--- src/rtl/cpu_pkg.sv ---
// cpu_pkg: shared definitions for the 4-bit CPU control path.
//   - opcode constants (IR[7:6]) and ALU op encodings
//   - instruction field bit positions
//   - FSM state encoding (STEP_WAIT exists only with CU_SINGLE_STEP_EN)
package cpu_pkg;

  localparam logic [1:0] OP_LDI = 2'b00;
  localparam logic [1:0] OP_ADD = 2'b01;
  localparam logic [1:0] OP_SUB = 2'b10;
  localparam logic [1:0] OP_CTL = 2'b11;

  localparam logic ALU_ADD = 1'b0;
  localparam logic ALU_SUB = 1'b1;

  // Field LSB positions; all register fields are 2 bits, IMM is 4 bits.
  localparam int OPC_LSB = 6;
  localparam int W_LSB   = 4;
  localparam int A_LSB   = 2;
  localparam int B_LSB   = 0;
  localparam int IMM_LSB = 0;
  localparam int HLT_BIT = 5;  // within OP_CTL: 0 = JMP, 1 = HLT

  typedef enum logic [2:0] {
    S_IDLE  = 3'd0,
    S_FETCH = 3'd1,
    S_EXEC  = 3'd2,
    S_HALT  = 3'd3
`ifdef CU_SINGLE_STEP_EN
    ,
    S_STEP_WAIT = 3'd4
`endif
  } state_t;

endpackage

--- src/rtl/instr_decode.sv ---
// instr_decode: combinational instruction decoder.
//   in : ir (8b instruction register), state (FSM state)
//   out: sel_a/sel_b/sel_w (2b), imm (4b), sel_data, alu_op, write_en,
//        is_jmp, is_hlt
// Register selects, IMM and alu_op follow IR in every state; write_en and
// sel_data are qualified by EXEC so a reset IR (0x00 = LDI) drives nothing.
module instr_decode
  import cpu_pkg::*;
(
  input  logic [7:0] ir,
  input  state_t     state,
  output logic [1:0] sel_a,
  output logic [1:0] sel_b,
  output logic [1:0] sel_w,
  output logic [3:0] imm,
  output logic       sel_data,
  output logic       alu_op,
  output logic       write_en,
  output logic       is_jmp,
  output logic       is_hlt
);

  logic [1:0] op;

  always_comb begin
    op       = ir[OPC_LSB +: 2];
    sel_w    = ir[W_LSB +: 2];
    sel_a    = ir[A_LSB +: 2];
    sel_b    = ir[B_LSB +: 2];
    imm      = ir[IMM_LSB +: 4];
    alu_op   = (op == OP_SUB) ? ALU_SUB : ALU_ADD;
    is_jmp   = (op == OP_CTL) && !ir[HLT_BIT];
    is_hlt   = (op == OP_CTL) &&  ir[HLT_BIT];
    write_en = (state == S_EXEC) && (op != OP_CTL);
    sel_data = write_en && (op == OP_LDI);
  end

endmodule

--- src/rtl/control_unit.sv ---
// control_unit: FETCH/EXEC sequencer for the 4-bit datapath.
//   clk, rst (async, active high), run (level)
//   step   : only with CU_SINGLE_STEP_EN; releases STEP_WAIT each clock it is high
//   INSTR  : combinational ROM data at address PC
//   PC     : program counter / ROM address (PC_W bits, wraps)
//   SEL_A/SEL_B/SEL_W/IMM/sel_data/write_en/alu_op : datapath controls
//   busy   : FETCH/EXEC (and STEP_WAIT), halted : HALT
// Optional macro CU_SINGLE_STEP_EN adds the step input and STEP_WAIT state.
module control_unit
  import cpu_pkg::*;
#(
  parameter int PC_W = 4
) (
  input  logic            clk,
  input  logic            rst,
  input  logic            run,
`ifdef CU_SINGLE_STEP_EN
  input  logic            step,
`endif
  input  logic [7:0]      INSTR,
  output logic [PC_W-1:0] PC,
  output logic [1:0]      SEL_A,
  output logic [1:0]      SEL_B,
  output logic [1:0]      SEL_W,
  output logic [3:0]      IMM,
  output logic            sel_data,
  output logic            write_en,
  output logic            alu_op,
  output logic            busy,
  output logic            halted
);

`ifdef CU_SINGLE_STEP_EN
  localparam state_t AFTER_EXEC = S_STEP_WAIT;
`else
  localparam state_t AFTER_EXEC = S_FETCH;
`endif

  state_t          state_q, state_d;
  logic [PC_W-1:0] pc_q, pc_d;
  logic [7:0]      ir_q, ir_d;
  logic            is_jmp, is_hlt;

  instr_decode u_dec (
    .ir       (ir_q),
    .state    (state_q),
    .sel_a    (SEL_A),
    .sel_b    (SEL_B),
    .sel_w    (SEL_W),
    .imm      (IMM),
    .sel_data (sel_data),
    .alu_op   (alu_op),
    .write_en (write_en),
    .is_jmp   (is_jmp),
    .is_hlt   (is_hlt)
  );

  always_comb begin
    state_d = state_q;
    pc_d    = pc_q;
    ir_d    = ir_q;
    case (state_q)
      S_IDLE:  if (run) state_d = S_FETCH;
      S_FETCH: begin
        ir_d    = INSTR;
        state_d = S_EXEC;
      end
      S_EXEC: begin
        pc_d = pc_q + PC_W'(1);  // natural wrap at 2**PC_W
        if (is_hlt) begin
          state_d = S_HALT;
        end else begin
          if (is_jmp) pc_d = ir_q[PC_W-1:0];
          state_d = AFTER_EXEC;
        end
      end
      // Leaving HALT needs run low first, so a held run does not re-launch.
      S_HALT:  if (!run) state_d = S_IDLE;
`ifdef CU_SINGLE_STEP_EN
      S_STEP_WAIT: if (step) state_d = S_FETCH;
`endif
      default: state_d = S_IDLE;
    endcase
  end

  always_ff @(posedge clk or posedge rst) begin
    if (rst) begin
      state_q <= S_IDLE;
      pc_q    <= '0;
      ir_q    <= 8'h00;
    end else begin
      state_q <= state_d;
      pc_q    <= pc_d;
      ir_q    <= ir_d;
    end
  end

  always_comb begin
    PC     = pc_q;
    halted = (state_q == S_HALT);
`ifdef CU_SINGLE_STEP_EN
    busy   = (state_q == S_FETCH) || (state_q == S_EXEC) || (state_q == S_STEP_WAIT);
`else
    busy   = (state_q == S_FETCH) || (state_q == S_EXEC);
`endif
  end

endmodule

--- config.mk ---
export PLATFORM = sky130hd
export DESIGN_NAME = control_unit
export DESIGN_NICKNAME = d
export VERILOG_FILES = /design/src/rtl/cpu_pkg.sv /design/src/rtl/instr_decode.sv /design/src/rtl/control_unit.sv
export SDC_FILE = /design/constraint.sdc
export NUM_CORES = 1
export LEC_CHECK = 0
export ABC_AREA = 0
export BUFFER_PORTS_ARGS = -buffer_cell sky130_fd_sc_hd__buf_2
export CELL_PAD_IN_SITES_DETAIL_PLACEMENT = 0
export CELL_PAD_IN_SITES_GLOBAL_PLACEMENT = 1
export CORE_MARGIN = 4
export CORE_UTILIZATION = 35
export CTS_CLUSTER_DIAMETER = 60
export CTS_CLUSTER_SIZE = 16
export DETAILED_ROUTE_END_ITERATION = 10
export GPL_TIMING_DRIVEN = 0
export HOLD_SLACK_MARGIN = 0.02
export PLACE_DENSITY = 0.78
export SLEW_MARGIN = 20
export SYNTH_ARGS = -nofsm -noshare
export SYNTH_HDL_FRONTEND = slang
export SYNTH_SLANG_ARGS = --single-unit
export TNS_END_PERCENT = 10
--- constraint.sdc ---
create_clock -name clk -period 2.45 [get_ports clk]
set_input_delay 0.245 -clock clk [delete_from_list [all_inputs] [get_ports clk]]
set_output_delay 0.245 -clock clk [all_outputs]
set_load 0.01 [all_outputs]
==> metrics.yaml <==
synth_ff_type: "dfrtp_1"
clock-sinks: 14
synth_top_area_cell: "dfrtp_1"
n_antenna_cell: 0
rsz0062_at_grt: "no"
min_period_over_period_pct: 74.9
tightest_slew_ps: 537
via_per_inst: 4.49
layout-drive-gt1-share_pct: 57.1
p_leak_nw: 0.567
synth_edf_count: 0
fin_area_sq_um: 1050
vias: 597
cp_common_cell: "buf_2"
dp_hpwl_microns: 1220
core_area_sq_um: 2250
num_rows: 17
hold_class: "input pin to flip-flop"
synth_commonest_cells: "14 x dfrtp_1, 10 x buf_4, 9 x mux2_2, 6 x ha_1, 5 x inv_1"
cp_slowest_stage_delay_ps: 430
crit_fanout: 10
worstPathCellList: "inv_1, ha_1, buf_2, nor3b_1, buf_2"
async_reset_ff_share_pct: 100
syn_nets: 89
max_cap_violations: 0
grt_max_degree: 15
synth_mux_area_share_pct: 18.6
synthAdderAreaFrac_pct: 8.93
gr-usage-met3_pct: 2.49
grt_busiest_layer: "met2"
synth_area_leaders: "dfrtp_1 42%, mux2_2 12%, buf_4 8.9%, ha_1 8.9%, mux2i_1 4.8%"
synthSimpleGateAreaFrac_pct: 9.08
nFillCells: 225
cp.required_ps: 2200
grt_antenna_before_repair: 0
gr-total-overflow: 0
drtPass1Iterations: 2
worstSkewPairLatency_ps: 280
grt_pass1_vias: 609
ir_drop_mv: 0.719
fin_skew_ps: 7.46
fin_ws_ps: 615
die_h_microns: 57.0
cp.arrival_ps: 1590
ys_seq_area_share_pct: 41.7
reg2reg_from: "state_q[1]$_DFFE_PP0P_"
status: "completed"
hp-start: "INSTR[0]"
period_needed_ps: 1840
die_x_microns: 57.0
clockRootBuffer: "clkbuf_4"
slew_violations: 0
max_slew_margin_pct: 64.2
place_congestion: 0.661
synth_cell_types: 21
pre_cts_ws_ps: 910
cts_htree_levels: 1
hold_viol: 0
post_dp_cell_area_sq_um: 1020
powerDensity_nw_per_um2: 1360
met1_usage_pct: 14.6
cts.clk_slew.worst_paths_ps: 80
syn_area_per_cell_sq_um: 11.7
drtIter0Drc: 5
syn2layout_area_growth_pct: 25.3
synth_top_family_by_area: "multiplexers"
wl_per_cell_microns: 11.9
numCtsBuffers: 3
synth_compound_area_share_pct: 9.38
synth.top_cell.area_share_pct: 41.7
critPathCaptureType: "output pin"
drc: 0
use_met2_pct: 15.0
max_freq_mhz: 545
cts-resized-gates: 0
grtUsageTotal_pct: 10.8
syn-instance-count: 72
cts_tree: "done"
cp-start-kind: "flip-flop"
crit_slowest_cell: "dfrtp_1"
crit_path_start: "state_q[0]$_DFFE_PP0P_"
antenna_left: 0
setup_violations: 0
yosysMostFrequentCell: "dfrtp_1"
cts_buffer_depth: 2
yosysWarningCount: 0
routed_wl_microns: 1580
initial_core_util_pct: 37.3
ios: 30
synth_xor_area_share_pct: 0
critPathKind: "flip-flop to output pin"
synth.ff_latch_count: 14
fp.dieArea_sq_um: 3250
syn_area_sq_um: 841
finalNetCount: 124
grt_pass1_wl_microns: 2710
fin_setup_tns_ps: 0
io_buffers: 29
## power by group
group | switching (mW) | total, mW | internal, mW
registers | 0.145 | 0.496 | 0.351
clock network | 0.0676 | 0.124 | 0.0569
logic | 0.353 | 0.816 | 0.462
total | 0.566 | 1.44 | 0.870
## sequential cells by signal (all words and copies together), names as in the netlist
register and cells:
PC 4, ir_q 8, state_q 2
## critical path: cells and delay by family, from the launching register on
kind / cells / cell delay, ps
AND/OR/NAND/NOR: 1 / 180
flip-flops: 1 / 430
adder cells (fa/ha/maj): 1 / 190
buffers and inverters: 3 / 510
## routing by layer
metal	vias up	part of all wire (%)
li1	303	-
met1	269	47
met2	21	44
met3	4	6.4
met4	0	2.5
met5	-	0
## through the flow
step,util [%],hold WS (ps),instances,total power [mW]
after floorplan,-,134,72,1.08
after global placement,45.3,318,129,1.30
after detailed placement,45.3,308,129,1.33
after CTS,46.7,191,133,1.46
after global routing,46.7,192,133,1.56
final,46.7,196,133,1.44
## worst paths after layout
| check | to | slack [ps] | cells after the start |
|---|---|---|---|
| min reg2reg | ir_q[4]$_DFFE_PP0N_ | 520 | 1 |
| max | sel_data | 610 | 5 |
| min in group asynchronous | PC[2]$_DFFE_PP0N_ | 540 | 3 |
| max in group asynchronous | ir_q[1]$_DFFE_PP0N_ | 1540 | 3 |
| min | ir_q[0]$_DFFE_PP0N_ | 200 | 2 |
| max reg2reg | ir_q[4]$_DFFE_PP0N_ | 1060 | 4 |
## kinds of logic after synthesis
logic type | count (synthesis)
buffers and inverters | 17
AOI/OAI and AO/OA | 9
DFF | 14
adders and majority gates | 6
muxes | 14
and+or+nand+nor | 12
## layout by cell type, fill, tap and decap left out
cell and count:
o21ai_2 1, buf_2 31, mux2i_1 4, nand3b_4 1, a21oi_1 2, clkbuf_4 3
dfrtp_1 14, dlygate4sd3_1 1, o31ai_2 1, a21boi_0 1, mux2_2 9, inv_1 5
nor2_1 3, buf_4 10, nand2_1 3, mux2_4 1, nand3_1 1, ha_1 6
nand4_1 2, a2bb2oi_1 2, a21boi_2 2, nor3b_1 1, and2b_2 1
## cell type report
type | count | area [sq um] | area share (%)
multi-input combinational | 41 | 387 | 36.7
sequential | 14 | 350 | 33.3
timing repair buffer | 30 | 155 | 14.7
buffer | 12 | 85.1 | 8.08
tap | 28 | 35.0 | 3.33
clock buffer | 3 | 22.5 | 2.14
inverter | 5 | 18.8 | 1.78
## what timing repair did
action                    CTS  global route
setup buffers               0             0
hold endpoints to repair   14             0
hold buffers                1             0
No activity file was read; power rests on OpenSTA's default activity.
